[config.mk]
export PLATFORM = sky130hd
export DESIGN_NAME = cmd_sequencer
export DESIGN_NICKNAME = d
export VERILOG_FILES = /design/src/rtl/quad_cmd_pkg.sv /design/src/rtl/cmd_sequencer_seq_tbl.sv /design/src/rtl/cmd_sequencer.sv
export SDC_FILE = /design/constraint.sdc
export NUM_CORES = 1
export LEC_CHECK = 0
export CAP_MARGIN = 20
export CORE_ASPECT_RATIO = 1.5
export CORE_MARGIN = 10
export CORE_UTILIZATION = 40
export DETAILED_ROUTE_END_ITERATION = 12
export PLACE_DENSITY = 0.7
export SLEW_MARGIN = 10
export SYNTH_ARGS = -nofsm -noshare
export SYNTH_HDL_FRONTEND = slang
export SYNTH_SLANG_ARGS = --single-unit
[constraint.sdc]
create_clock -name clk -period 4.6 [get_ports clk]
set_input_delay 0.92 -clock clk [delete_from_list [all_inputs] [get_ports clk]]
set_output_delay 0.92 -clock clk [all_outputs]
set_load 0.01 [all_outputs]
[src/rtl/quad_cmd_pkg.sv]
// ---------------------------------------------------------------------------
// quad_cmd_pkg
//   Shared definitions for the ground-side command sequencer that drives
//   CommMaster: command byte codes, the response byte meaning "accepted",
//   the stored table entry layout and the sequencer state encoding.
// ---------------------------------------------------------------------------
package quad_cmd_pkg;

  // Command bytes understood by the quadcopter side.
  localparam logic [7:0] CMD_CALIBRATE  = 8'h06;
  localparam logic [7:0] CMD_MOTORS_OFF = 8'h08;

  // Response byte meaning the command was accepted; anything else is a NAK.
  localparam logic [7:0] RESP_ACK = 8'hA5;

  // One scripted command as stored in the table (24 bits).
  typedef struct packed {
    logic [7:0]  cmd;
    logic [15:0] data;
  } tbl_entry_t;

  typedef enum logic [2:0] {
    ST_IDLE  = 3'd0,
    ST_ISSUE = 3'd1,
    ST_WAIT  = 3'd2,
    ST_CHECK = 3'd3,
    ST_FIN   = 3'd4
  } seq_state_t;

  function automatic logic is_ack(input logic [7:0] r);
    return (r == RESP_ACK);
  endfunction

endpackage

[src/rtl/cmd_sequencer_seq_tbl.sv]
// ---------------------------------------------------------------------------
// seq_tbl
//   ENTRIES x 24-bit script table. Entries are appended at index cnt; the
//   read port is asynchronous. cnt is the only state that is reset -- the
//   stored contents are don't-care until written.
// Ports
//   clk, rst_n        clock, asynchronous active-low reset (cnt only)
//   wr_en             append {wr_cmd,wr_data}; dropped when the table is full
//   wr_cmd, wr_data   entry to append
//   clr               empty the table; wins over a same-cycle wr_en
//   rd_idx            read index
//   rd_cmd, rd_data   entry at rd_idx
//   cnt               number of stored entries (0..ENTRIES)
// ---------------------------------------------------------------------------
module seq_tbl
  import quad_cmd_pkg::*;
#(
  parameter  int ENTRIES = 8,
  localparam int IDXW    = $clog2(ENTRIES)
) (
  input  logic            clk,
  input  logic            rst_n,
  input  logic            wr_en,
  input  logic [7:0]      wr_cmd,
  input  logic [15:0]     wr_data,
  input  logic            clr,
  input  logic [IDXW-1:0] rd_idx,
  output logic [7:0]      rd_cmd,
  output logic [15:0]     rd_data,
  output logic [IDXW:0]   cnt
);

  localparam logic [IDXW:0] CNT_FULL = (IDXW+1)'(ENTRIES);

  tbl_entry_t mem [ENTRIES];

  logic full;
  logic do_wr;

  assign full  = (cnt == CNT_FULL);
  assign do_wr = wr_en & ~clr & ~full;

  always_ff @(posedge clk) begin
    if (do_wr) begin
      mem[cnt[IDXW-1:0]] <= '{cmd: wr_cmd, data: wr_data};
    end
  end

  always_ff @(posedge clk or negedge rst_n) begin
    if (!rst_n) begin
      cnt <= '0;
    end else if (clr) begin
      cnt <= '0;
    end else if (do_wr) begin
      cnt <= cnt + 1'b1;
    end
  end

  assign rd_cmd  = mem[rd_idx].cmd;
  assign rd_data = mem[rd_idx].data;

endmodule

[src/rtl/cmd_sequencer.sv]
// ---------------------------------------------------------------------------
// cmd_sequencer
//   Replays a stored script of {cmd,data} entries to CommMaster, one
//   handshake per entry: pulse send_cmd, wait for resp_rdy, check the
//   response against ACK, knock down resp_rdy, advance. NAKs and response
//   timeouts are retried up to MAX_RETRY times per entry; the first entry
//   that still fails ends the run with err set and err_idx pointing at it.
// Ports
//   clk, rst_n          clock, asynchronous active-low reset
//   wr_en/wr_cmd/wr_data append an entry (ignored while busy or full)
//   clr_tbl             empty the table (ignored while busy)
//   strt                run the script from entry 0 (ignored while busy)
//   abort               return to IDLE next clock, no done pulse
//   cmd_sent            CommMaster frame-sent flag (informational only)
//   resp_rdy, resp      CommMaster response handshake
//   cmd, data           entry being issued, held until the next issue
//   send_cmd            1-clk start pulse to CommMaster
//   clr_resp_rdy        1-clk knock-down of CommMaster resp_rdy
//   busy                high while a script is running
//   done                1-clk pulse at the end of a run (pass or fail)
//   err, err_idx        sticky failure flag and failing entry index
//   cnt                 number of stored entries
// ---------------------------------------------------------------------------
module cmd_sequencer
  import quad_cmd_pkg::*;
#(
  parameter  int          ENTRIES   = 8,
  parameter  int unsigned TIMEOUT   = 100_000_000,
  parameter  int          MAX_RETRY = 2,
  localparam int          IDXW      = $clog2(ENTRIES)
) (
  input  logic            clk,
  input  logic            rst_n,
  input  logic            wr_en,
  input  logic [7:0]      wr_cmd,
  input  logic [15:0]     wr_data,
  input  logic            clr_tbl,
  input  logic            strt,
  input  logic            abort,
  input  logic            cmd_sent,
  input  logic            resp_rdy,
  input  logic [7:0]      resp,
  output logic [7:0]      cmd,
  output logic [15:0]     data,
  output logic            send_cmd,
  output logic            clr_resp_rdy,
  output logic            busy,
  output logic            done,
  output logic            err,
  output logic [IDXW-1:0] err_idx,
  output logic [IDXW:0]   cnt
);

  localparam int TIMER_W = $clog2(TIMEOUT + 1);
  localparam int RETRY_W = (MAX_RETRY > 0) ? $clog2(MAX_RETRY + 1) : 1;

  localparam logic [TIMER_W-1:0] TIMER_LAST = TIMER_W'(TIMEOUT - 1);
  localparam logic [RETRY_W-1:0] RETRY_LIM  = RETRY_W'(MAX_RETRY);

  seq_state_t         state, state_nxt;
  logic [IDXW-1:0]    idx, idx_nxt;
  logic [RETRY_W-1:0] retry, retry_nxt;
  logic [TIMER_W-1:0] timer;
  logic [7:0]         resp_q;
  logic               miss;
  logic               fail;
  logic               err_clr;
  logic               last_entry;
  logic [7:0]         rd_cmd;
  logic [15:0]        rd_data;

  // cmd_sent only tells us the frame left the wire; the response handshake
  // is what paces the script, so it is deliberately not used.
  logic unused_cmd_sent;
  assign unused_cmd_sent = cmd_sent;

  // Table writes and clears are frozen while a script is running so the
  // entry count and contents cannot shift under the sequencer.
  seq_tbl #(
    .ENTRIES (ENTRIES)
  ) u_tbl (
    .clk     (clk),
    .rst_n   (rst_n),
    .wr_en   (wr_en & ~busy),
    .wr_cmd  (wr_cmd),
    .wr_data (wr_data),
    .clr     (clr_tbl & ~busy),
    .rd_idx  (idx_nxt),
    .rd_cmd  (rd_cmd),
    .rd_data (rd_data),
    .cnt     (cnt)
  );

  assign last_entry = (({1'b0, idx} + 1'b1) == cnt);

  always_comb begin
    state_nxt = state;
    idx_nxt   = idx;
    retry_nxt = retry;
    miss      = 1'b0;
    fail      = 1'b0;
    err_clr   = 1'b0;

    unique case (state)
      ST_IDLE: begin
        if (strt) begin
          err_clr = 1'b1;
          if (cnt != '0) begin
            state_nxt = ST_ISSUE;
            idx_nxt   = '0;
            retry_nxt = '0;
          end else begin
            state_nxt = ST_FIN;
          end
        end
      end
      ST_ISSUE: state_nxt = ST_WAIT;
      ST_WAIT: begin
        // A response arriving on the last timer tick still counts.
        if (resp_rdy) begin
          state_nxt = ST_CHECK;
        end else if (timer == TIMER_LAST) begin
          miss = 1'b1;
        end
      end
      ST_CHECK: begin
        if (is_ack(resp_q)) begin
          if (last_entry) begin
            state_nxt = ST_FIN;
          end else begin
            state_nxt = ST_ISSUE;
            idx_nxt   = idx + 1'b1;
            retry_nxt = '0;
          end
        end else begin
          miss = 1'b1;
        end
      end
      ST_FIN:  state_nxt = ST_IDLE;
      default: state_nxt = ST_IDLE;
    endcase

    // NAK and timeout share one path: re-issue the same entry while
    // retries remain, otherwise end the run as a failure.
    if (miss) begin
      if (retry < RETRY_LIM) begin
        state_nxt = ST_ISSUE;
        retry_nxt = retry + 1'b1;
      end else begin
        state_nxt = ST_FIN;
        fail      = 1'b1;
      end
    end

    if (abort) begin
      state_nxt = ST_IDLE;
      idx_nxt   = idx;
      retry_nxt = retry;
      fail      = 1'b0;
      err_clr   = 1'b0;
    end
  end

  always_ff @(posedge clk or negedge rst_n) begin
    if (!rst_n) begin
      state   <= ST_IDLE;
      idx     <= '0;
      retry   <= '0;
      timer   <= '0;
      resp_q  <= '0;
      cmd     <= '0;
      data    <= '0;
      err     <= 1'b0;
      err_idx <= '0;
    end else begin
      state <= state_nxt;
      idx   <= idx_nxt;
      retry <= retry_nxt;

      // Counts only inside WAIT, where it never exceeds TIMEOUT-1 before
      // leaving, so it cannot wrap; every ISSUE restarts it from zero.
      if (state == ST_WAIT) begin
        timer <= timer + 1'b1;
      end else begin
        timer <= '0;
      end

      if ((state == ST_WAIT) && resp_rdy) begin
        resp_q <= resp;
      end

      // Load the entry on the edge into ISSUE so cmd/data are already
      // valid while send_cmd is high and stay put until the next issue.
      if (state_nxt == ST_ISSUE) begin
        cmd  <= rd_cmd;
        data <= rd_data;
      end

      if (err_clr) begin
        err <= 1'b0;
      end else if (fail) begin
        err     <= 1'b1;
        err_idx <= idx;
      end
    end
  end

  assign send_cmd     = (state == ST_ISSUE);
  assign clr_resp_rdy = (state == ST_CHECK);
  assign done         = (state == ST_FIN);
  assign busy         = (state == ST_ISSUE) || (state == ST_WAIT) || (state == ST_CHECK);

endmodule

After elaboration in Yosys (flattened, before gate mapping) --
Memories as Yosys holds them, arrays and structs flattened. A register that Yosys moved wholly into a read port is not among the register bits. Index checks and enable logic that the tools add are counted.
Storage, ports and cells: register bits 51, memory bits (writable) 192, input bits 40, output and inout port bits 36, word-level logic and storage cells 80, memories 1
Cells by class: add/sub/neg operators 5, magnitude comparators 1, equality and inequality tests 9, multiplexer cells 39, bitwise gates (word level) 8, reduce and logical (&&, ||, !) cells 9
Memories:
- u_tbl.mem | words 8, width 24, rd ports 1, clocked after memory_dff 1, write ports 1, RTL line cmd_sequencer_seq_tbl.sv:35 | tbl_entry_t mem [ENTRIES];
Operator list (number):
- 2-to-1 mux 3 bit | 13
- adder 27 x 1 -> 27 bit, second input constant | 1
- equality test 27 bit, second input constant | 1
- 2-to-1 mux 27 bit | 1
- 2-to-1 mux 1 bit | 13
- 2-to-1 mux 2 bit | 6
- one-hot mux 3 bit (4 select lines) | 1
- equality test 8 bit, second input constant | 1
- 2-to-1 mux 4 bit | 2
- equality test 3 x 1 -> 1 bit, second input constant | 2
- equality test 3 x 2 -> 1 bit, second input constant | 2
- one-hot mux 3 bit (2 select lines) | 1
- adder 3 x 1 -> 4 bit, second input constant | 1
- adder 4 x 1 -> 4 bit, second input constant | 1
- bitwise AND 1 bit | 4
- equality test 4 bit | 1
- equality test 4 bit, second input constant | 1
- NOT 1 bit | 4
- one-hot mux 2 bit (2 select lines) | 1
- nonzero test 2 bit | 2
- nonzero test 4 bit | 1
- adder 3 x 1 -> 3 bit, second input constant | 1
- equality test 3 bit, second input constant | 1
- logical NOT 3 bit | 1
- 7 further kinds | 8

Logic depth before layout (Yosys ltp) --
Gate-level depths: netlist of the first run.
depth after elaboration 10, mapped depth 13, gate-level depth less buffers 10

By module --
Synthesis of the first run repeated with hierarchy kept, for this count alone.
Unflattened totals: cell total of the unflattened synthesis 586, area, all modules 10885.4 sq um
By module, submodules not included:
- seq_tbl | instances 1, cells each 310, area each 7534.7 sq um, sequential area each 5865.6 sq um
- cmd_sequencer | instances 1, cells each 276, area each 3350.7 sq um, sequential area each 1776.7 sq um

Least setup slack after synthesis of the first run --
OpenSTA, ideal clock, no wires.
path kind in2reg, from in clr_tbl, to mem u_tbl.mem[0][0] (netlist name) (enable), setup time 0.435 ns, data arrival time 3.465 ns, required time 4.165 ns, setup slack 0.700 ns, stages 3, path buffers 0, cells stage by stage nor4b_1 > nand2_1 > nor3_1
Between the ends: longest elaborated chain between the ends 6
Ends and longest elaborated chain:
- start: declaration | RTL line cmd_sequencer.sv:37 | input logic clr_tbl,
- bitwise AND 1 bit | RTL line cmd_sequencer.sv:87 | .clr (clr_tbl & ~busy),
- NOT 1 bit | RTL line cmd_sequencer_seq_tbl.sv:41 | assign do_wr = wr_en & ~clr & ~full;
- bitwise AND 1 bit (2 in series) | RTL line cmd_sequencer_seq_tbl.sv:41
- 2-to-1 mux 1 bit | RTL line cmd_sequencer_seq_tbl.sv:44 | if (do_wr) begin
- 2-to-1 mux 1 bit (not written as such) | RTL line cmd_sequencer_seq_tbl.sv:45 | mem[cnt[IDXW-1:0]] <= '{cmd: wr_cmd, data: wr_data};
- end: declaration | RTL line cmd_sequencer_seq_tbl.sv:35
No other way between the ends.

Final worst setup path of the first run --
from reg u_tbl.cnt[1], to reg cmd[1], read port of u_tbl.mem
Between the ends: longest elaborated chain between the ends 7, elaborated cells between the ends (all ways) 16, those cells by class 2 x eq/ne; 13 x mux; 1 x reduce/logical
Ends and longest elaborated chain:
- start: declaration | RTL line cmd_sequencer_seq_tbl.sv:30 | output logic [IDXW:0] cnt
- start signal: assignment | RTL line cmd_sequencer_seq_tbl.sv:55 | cnt <= cnt + 1'b1;
- equality test 4 bit or nonzero test 4 bit (tied branches) | RTL line cmd_sequencer.sv:94, cmd_sequencer.sv:108
- 2-to-1 mux 3 bit, on equally long branches | RTL line cmd_sequencer.sv:128, cmd_sequencer.sv:108
- 2-to-1 mux 3 bit, on equally long branches | RTL line cmd_sequencer.sv:127, cmd_sequencer.sv:106
- one-hot mux 3 bit (4 select lines) | RTL line cmd_sequencer.sv:104 | unique case (state)
- 2-to-1 mux 3 bit | RTL line cmd_sequencer.sv:145 | if (miss) begin
- 2-to-1 mux 3 bit | RTL line cmd_sequencer.sv:155 | if (abort) begin
- equality test 3 x 1 -> 1 bit | RTL line cmd_sequencer.sv:194 | if (state_nxt == ST_ISSUE) begin
- end: declaration | RTL line cmd_sequencer.sv:43 | output logic [7:0] cmd,
Parallel ways exist; a longest one is shown, timed or not. A chain may end at the register's enable or synchronous reset.

==> impl_metrics.json, run 1 <==
{
  "clkTransAtPathRegs_ns": 0.06,
  "slew_viol_final": 0,
  "diodes": 0,
  "path_depth": 11,
  "clkLatencyLatePin_ns": 0.53,
  "synth_top_area_cell": "edfxtp_1",
  "cpMaxStageDelayCell": "or3b_2",
  "gr-usage-met3": 0.02206,
  "rows": 74,
  "wl_per_cell_um": 20.47,
  "final_net_count": 880,
  "area_growth_pct": 18.72,
  "tns_ns": 0,
  "max_freq_ghz": 0.2922,
  "synth_area_sq_um": 11060,
  "gp_congestion": 0.7429,
  "rsz0062_at_grt": "false",
  "portBuffers": 74,
  "vias_per_cell": 5.447,
  "fin_crit_sh": 0.7439,
  "cts_buffers": 26,
  "dr.first_iter.drc_count": 431,
  "grt_util_met2": 0.2435,
  "ys_async_sr_fraction": 0.2809,
  "wl_um": 24520,
  "yosysSeqAreaShare": 0.6910,
  "totalPowerFinal_w": 0.006151,
  "cts_sinks": 267,
  "reg2reg_depth": 11,
  "synth_edf_count": 192,
  "postCtsSetupRepairBufs": 0,
  "syn-mean-instance-area_sq_um": 14.65,
  "slowest_delay_ns": 0.51,
  "ctsHoldBuffers": 0,
  "worst-path-buf-inv": 3,
  "use_met1": 0.1613,
  "worstSetupStartpointType": "flip-flop",
  "yosys_warnings": 0,
  "period_minus_slack_ns": 3.422,
  "top_usage_layer": "met2",
  "synthesis.nets": 799,
  "yosys.area.top_type_share": 0.5213,
  "worst_ir_drop_vdd_mv": 0.3539,
  "grt_max_degree": 88,
  "hold_viol": 0,
  "fp.dieArea_sq_um": 34840,
  "path_max_fanout": 87,
  "hold_path.class": "input pin to asynchronous set/reset pin",
  "antenna_found_initial": 0,
  "critical_path.cell_chain": "inv_1 -> ha_1 -> or3b_2 -> nand2_1 -> o21ai_1 -> buf_4 -> o21a_2 -> inv_8 -> mux2i_1 -> a22oi_1 -> a221o_1",
  "synthCells": 755,
  "crit_arrival_ns": 3.82,
  "max-cap-violations": 0,
  "grt_pass1_vias": 6788,
  "end_kind": "flip-flop",
  "dr.pass1.iters": 4,
  "ant_nets": 0,
  "grt_use_total": 0.1350,
  "cts_resized": 0,
  "io_pins": 76,
  "drive_gt1_frac": 0.1332,
  "vias": 6526,
  "design.core.area_sq_um": 27220,
  "die-width_um": 155.8,
  "htree_levels": 1,
  "finalSetupViolCount": 0,
  "setup.worst_path.class": "flip-flop to flip-flop",
  "grt_pass1_wl_um": 37730,
  "root_buffer": "clkbuf_16",
  "initial_core_util": 0.4063,
  "synth_flop_cell": "edfxtp_1",
  "die_h_um": 223.7,
  "power_density_nw_per_um2": 468.5,
  "synthTopCellsByArea": "edfxtp_1, dfrtp_1, mux2i_1",
  "relSlewSlack": 0.4298,
  "tritoncts": "done",
  "dp_hpwl_um": 14740,
  "post-route-drc-count": 0,
  "required_ns": 5.00,
  "path_delay_family": "buffers and inverters",
  "skew_ns": 0.01847,
  "worst_pin_slew_ns": 0.8544,
  "grt-ovfl-total": 0,
  "cts_buffer_depth": 3,
  "status": "finished, final reports clean",
  "p_leak_nw": 4.473,
  "synth-seq-cells": 267,
  "yosys.cell_types.count": 65,
  "rrSetupSlack_ns": 1.18
}
-- cell usage after synthesis, drive strengths merged (3+ instances only) --
library cell	number
buf	29
nor4b	5
nand2	64
a211oi	4
xor2	13
mux2i	43
o211ai	21
a221oi	17
nand3	11
a21oi	56
dfrtp	75
nand3b	3
nand4	7
nor2	43
a22o	6
and2	3
ha	4
o21ai	18
a221o	19
nor3	3
xnor2	9
a32oi	6
or3	8
clkbuf	12
a22oi	18
and3	4
mux2	11
o31ai	3
inv	26
edfxtp	192
-- cells by family after synthesis --
| group | Yosys count | synth area share |
|---|---|---|
| buffers and inverters | 67 | 0.03598 |
| XOR/XNOR | 23 | 0.01969 |
| AO/OA/AOI/OAI | 177 | 0.1252 |
| AND/OR/NAND/NOR | 163 | 0.07342 |
| adder cells (fa/ha/maj) | 4 | 0.004526 |
| multiplexers | 54 | 0.05012 |
| flip-flops | 267 | 0.6910 |
-- through the flow --
stage	setup WS, ns	hold WS, ns	util	std cells	instance area (sq um)
after floorplan	0.6996	0.4547	-	755	11060
after CTS	1.200	0.4913	0.4824	1198	13130
final	1.178	0.4735	0.4824	1198	13130
after global placement	0.7515	0.4701	0.4471	1150	12170
after global routing	0.9896	0.5126	0.4824	1198	13130
after detailed placement	0.7020	0.4826	0.4471	1150	12170
-- flip-flops by register name (all words and copies together), names as in the netlist, 2 cells and up --
signal,flops
timer,27
state,3
retry,2
idx,3
u_tbl.mem,192
u_tbl.cnt,4
data,16
err_idx,3
cmd,8
resp_q,8
-- final timing paths --
kind | endpoint | startpoint
setup / recovery | cmd[1]$_DFFE_PN0N_ | u_tbl.cnt[1]$_DFFE_PN0P_
hold / removal | cmd[7]$_DFFE_PN0N_ | rst_n
setup reg to reg | cmd[1]$_DFFE_PN0N_ | u_tbl.cnt[1]$_DFFE_PN0P_
hold reg to reg | timer[0]$_DFF_PN0_ | timer[0]$_DFF_PN0_
max in group asynchronous | data[8]$_DFFE_PN0N_ | rst_n
min in group clk | timer[0]$_DFF_PN0_ | timer[0]$_DFF_PN0_
-- layout by cell type, fill, tap and decap left out, drive strengths merged, types with 4 or more instances in the layout --
| cell | Yosys | layout |
|---|---|---|
| a221oi | 17 | 17 |
| xor2 | 13 | 13 |
| xnor2 | 9 | 9 |
| o21ai | 18 | 18 |
| clkinv | 0 | 5 |
| nand2 | 64 | 64 |
| nor4b | 5 | 5 |
| clkdlybuf4s50 | 0 | 73 |
| edfxtp | 192 | 192 |
| bufinv | 0 | 7 |
| or3 | 8 | 8 |
| a211oi | 4 | 4 |
| a221o | 19 | 19 |
| ha | 4 | 4 |
| inv | 26 | 27 |
| clkbuf | 12 | 33 |
| a22oi | 18 | 18 |
| o211ai | 21 | 21 |
| buf | 29 | 21 |
| a21oi | 56 | 56 |
| nor2 | 43 | 43 |
| nand3 | 11 | 11 |
| and3 | 4 | 4 |
| mux2i | 43 | 43 |
| mux2 | 11 | 11 |
| dfrtp | 75 | 75 |
| nand4 | 7 | 7 |
| a32oi | 6 | 6 |
| a22o | 6 | 6 |
-- report_power, final --
group | switching, W | internal (W) | total, W
sequential | 0.000132 | 0.00279 | 0.00292
combinational | 0.000439 | 0.000435 | 0.000873
clock | 0.000883 | 0.00147 | 0.00235
-- per-layer routing --
metal / vias up / wire [um] / share of wire
met3: 39 / 958 / 0.039
met5: - / 0 / 0
met2: 135 / 12870 / 0.52
met1: 3310 / 10170 / 0.41
met4: 0 / 529 / 0.022
li1: 3042 / - / -
-- final cells by class --
cell class	count	area, sq um
Sequential cell	267	7642
Timing Repair Buffer	94	950.9
Clock inverter	15	260.3
Tap cell	342	427.9
Clock buffer	33	698.2
Multi-Input combinational cell	421	3045
Fill cell	2380	14090
Inverter	26	105.1
Note: power is estimated with default switching activity, not from simulation.
==> inputs of run 2 (changes only) <==
--- a/config.mk
+++ b/config.mk
@@ -10,7 +10,7 @@
 export CORE_MARGIN = 10
 export CORE_UTILIZATION = 40
 export DETAILED_ROUTE_END_ITERATION = 12
-export PLACE_DENSITY = 0.7
+export PLACE_DENSITY = 0.72
 export SLEW_MARGIN = 10
 export SYNTH_ARGS = -nofsm -noshare
 export SYNTH_HDL_FRONTEND = slang
==> constraint.sdc (replaced) <==
create_clock -name clk -period 3.09 [get_ports clk]
set_input_delay 0.618 -clock clk [delete_from_list [all_inputs] [get_ports clk]]
set_output_delay 0.618 -clock clk [all_outputs]
set_load 0.01 [all_outputs]
==> run 2 against run 1 <==
Compared with the run above:
- via count is 2.1% higher
- final area is 2.2% higher
- largest cell class unchanged
- critical path type unchanged
- final cell count is 2.2% higher
- clock-buffer cell count is 2 lower
- critical endpoint is now data[14]$_DFFE_PN0N_
==> impl_metrics.json, run 2 (synthesis gave the netlist of run 1 again) <==
{
  "initial_core_util": 0.4063,
  "drive_gt1_frac": 0.1623,
  "wl_um": 24660,
  "layout.cells.non_filler": 1224,
  "worst_pin_slew_ns": 0.7094,
  "slew_viol_final": 0,
  "worst-path-buf-inv": 2,
  "post-route-drc-count": 0,
  "top_usage_layer": "met2",
  "layout_common_cells": "edfxtp_1, dfrtp_1, clkdlybuf4s50_1, nand2_1, a21oi_1",
  "critical_path.cell_chain": "ha_1 -> xor2_1 -> nor2_4 -> a211o_2 -> o21a_2 -> inv_8 -> buf_12 -> mux2i_1 -> a22oi_1 -> a221o_1",
  "required_ns": 3.49,
  "period_minus_slack_ns": 2.882,
  "root_buffer": "clkbuf_16",
  "nFillCells": 2352,
  "grt_pass1_vias": 7220,
  "vias_per_cell": 5.445,
  "dp_cells": 1175,
  "max-cap-violations": 0,
  "skew_ns": 0.01289,
  "setup.worst_path.class": "flip-flop to flip-flop",
  "worst_hold_slack_ns": 0.1378,
  "die-width_um": 155.8,
  "slowest_delay_ns": 0.45,
  "dp_hpwl_um": 15370,
  "clkTransAtPathRegs_ns": 0.07,
  "relSlewSlack": 0.5270,
  "clkLatencyLatePin_ns": 0.53,
  "io_pins": 76,
  "portBuffers": 74,
  "use_met1": 0.1662,
  "design.core.area_sq_um": 27220,
  "finalSetupViolCount": 0,
  "final_net_count": 905,
  "cts_buffers": 26,
  "hold_viol": 0,
  "cpMaxStageDelayCell": "dfrtp_1",
  "area_growth_pct": 21.35,
  "crit_arrival_ns": 3.28,
  "grt_max_degree": 49,
  "grt-ovfl-total": 0,
  "gr-usage-met3": 0.02301,
  "grt_use_total": 0.1388,
  "die_h_um": 223.7,
  "wl_per_cell_um": 20.15,
  "worst_ir_drop_vdd_mv": 0.5406,
  "cts_resized": 0,
  "cts_sinks": 267,
  "ctsHoldBuffers": 0,
  "htree_levels": 1,
  "power_density_nw_per_um2": 675.5,
  "tns_ns": 0,
  "fin_crit_sh": 0.9327,
  "rsz0062_at_grt": "false",
  "grt_util_met2": 0.2499,
  "final_common_cell": "edfxtp_1",
  "ant_nets": 0,
  "end_kind": "flip-flop",
  "worstSetupStartpointType": "flip-flop",
  "p_leak_nw": 4.622,
  "largest_reg_flops": 192,
  "postCtsSetupRepairBufs": 0,
  "status": "finished, final reports clean",
  "dr.pass1.iters": 5,
  "tritoncts": "done",
  "rows": 74,
  "vias": 6665,
  "cts_buffer_depth": 3,
  "dr.first_iter.drc_count": 398,
  "grt_pass1_wl_um": 39210,
  "antenna_found_initial": 1,
  "hold_path.class": "input pin to asynchronous set/reset pin",
  "path_delay_family": "compound AO/OA/AOI/OAI gates",
  "fp.dieArea_sq_um": 34840,
  "max_freq_ghz": 0.3470,
  "gp_congestion": 0.7605,
  "path_max_fanout": 41
}
[run 2: through the flow]
step                      power [W]  worst slack (ns)    util  instance area [sq um]
after floorplan            0.005053           -0.1949       -                  11070
after global placement     0.005779           0.08705  0.4591                  12500
after detailed placement   0.005820           0.07501  0.4591                  12500
after CTS                  0.009165            0.1901  0.4929                  13420
after global routing       0.009430           0.05330  0.4930                  13420
final                      0.009066            0.2079  0.4930                  13420
[run 2: final timing paths]
path / startpoint / to / slack, ns / cells past startpoint
worst min-delay path: rst_n / cmd[4]$_DFFE_PN0N_ / 0.14 / 1
worst max register to register: idx[0]$_DFF_PN0_ / data[14]$_DFFE_PN0N_ / 0.21 / 10
worst max-delay path: idx[0]$_DFF_PN0_ / data[14]$_DFFE_PN0N_ / 0.21 / 10
max in group asynchronous: rst_n / data[3]$_DFFE_PN0N_ / 2.24 / 2
worst min register to register: retry[0]$_DFFE_PN0N_ / retry[0]$_DFFE_PN0N_ / 0.49 / 1
min in group clk: retry[0]$_DFFE_PN0N_ / retry[0]$_DFFE_PN0N_ / 0.49 / 1
[run 2: report_power, final]
part,internal [W],switching (W),total (W)
logic,0.000697,0.000683,0.00138
registers,0.00416,0.000188,0.00434
clock network,0.00201,0.00133,0.00334
total,0.00686,0.00220,0.00907
[run 2: layer usage]
metal / part of all wire / vias up
met1: 0.41 / 3379
met2: 0.52 / 152
li1: - / 3096
met4: 0.017 / 0
met5: 0 / -
met3: 0.044 / 38
[run 2: area by class of cell]
| type | instances | area [sq um] | share of cell area |
|---|---|---|---|
| Antenna cell | 1 | 2.502 | 0.0001865 |
| Tap cell | 342 | 427.9 | 0.03189 |
| Inverter | 26 | 105.1 | 0.007831 |
| Multi-Input combinational cell | 421 | 3058 | 0.2279 |
| Clock inverter | 17 | 200.2 | 0.01492 |
| Timing Repair Buffer | 119 | 1264 | 0.09416 |
| Sequential cell | 267 | 7642 | 0.5695 |
| Clock buffer | 31 | 720.7 | 0.05370 |
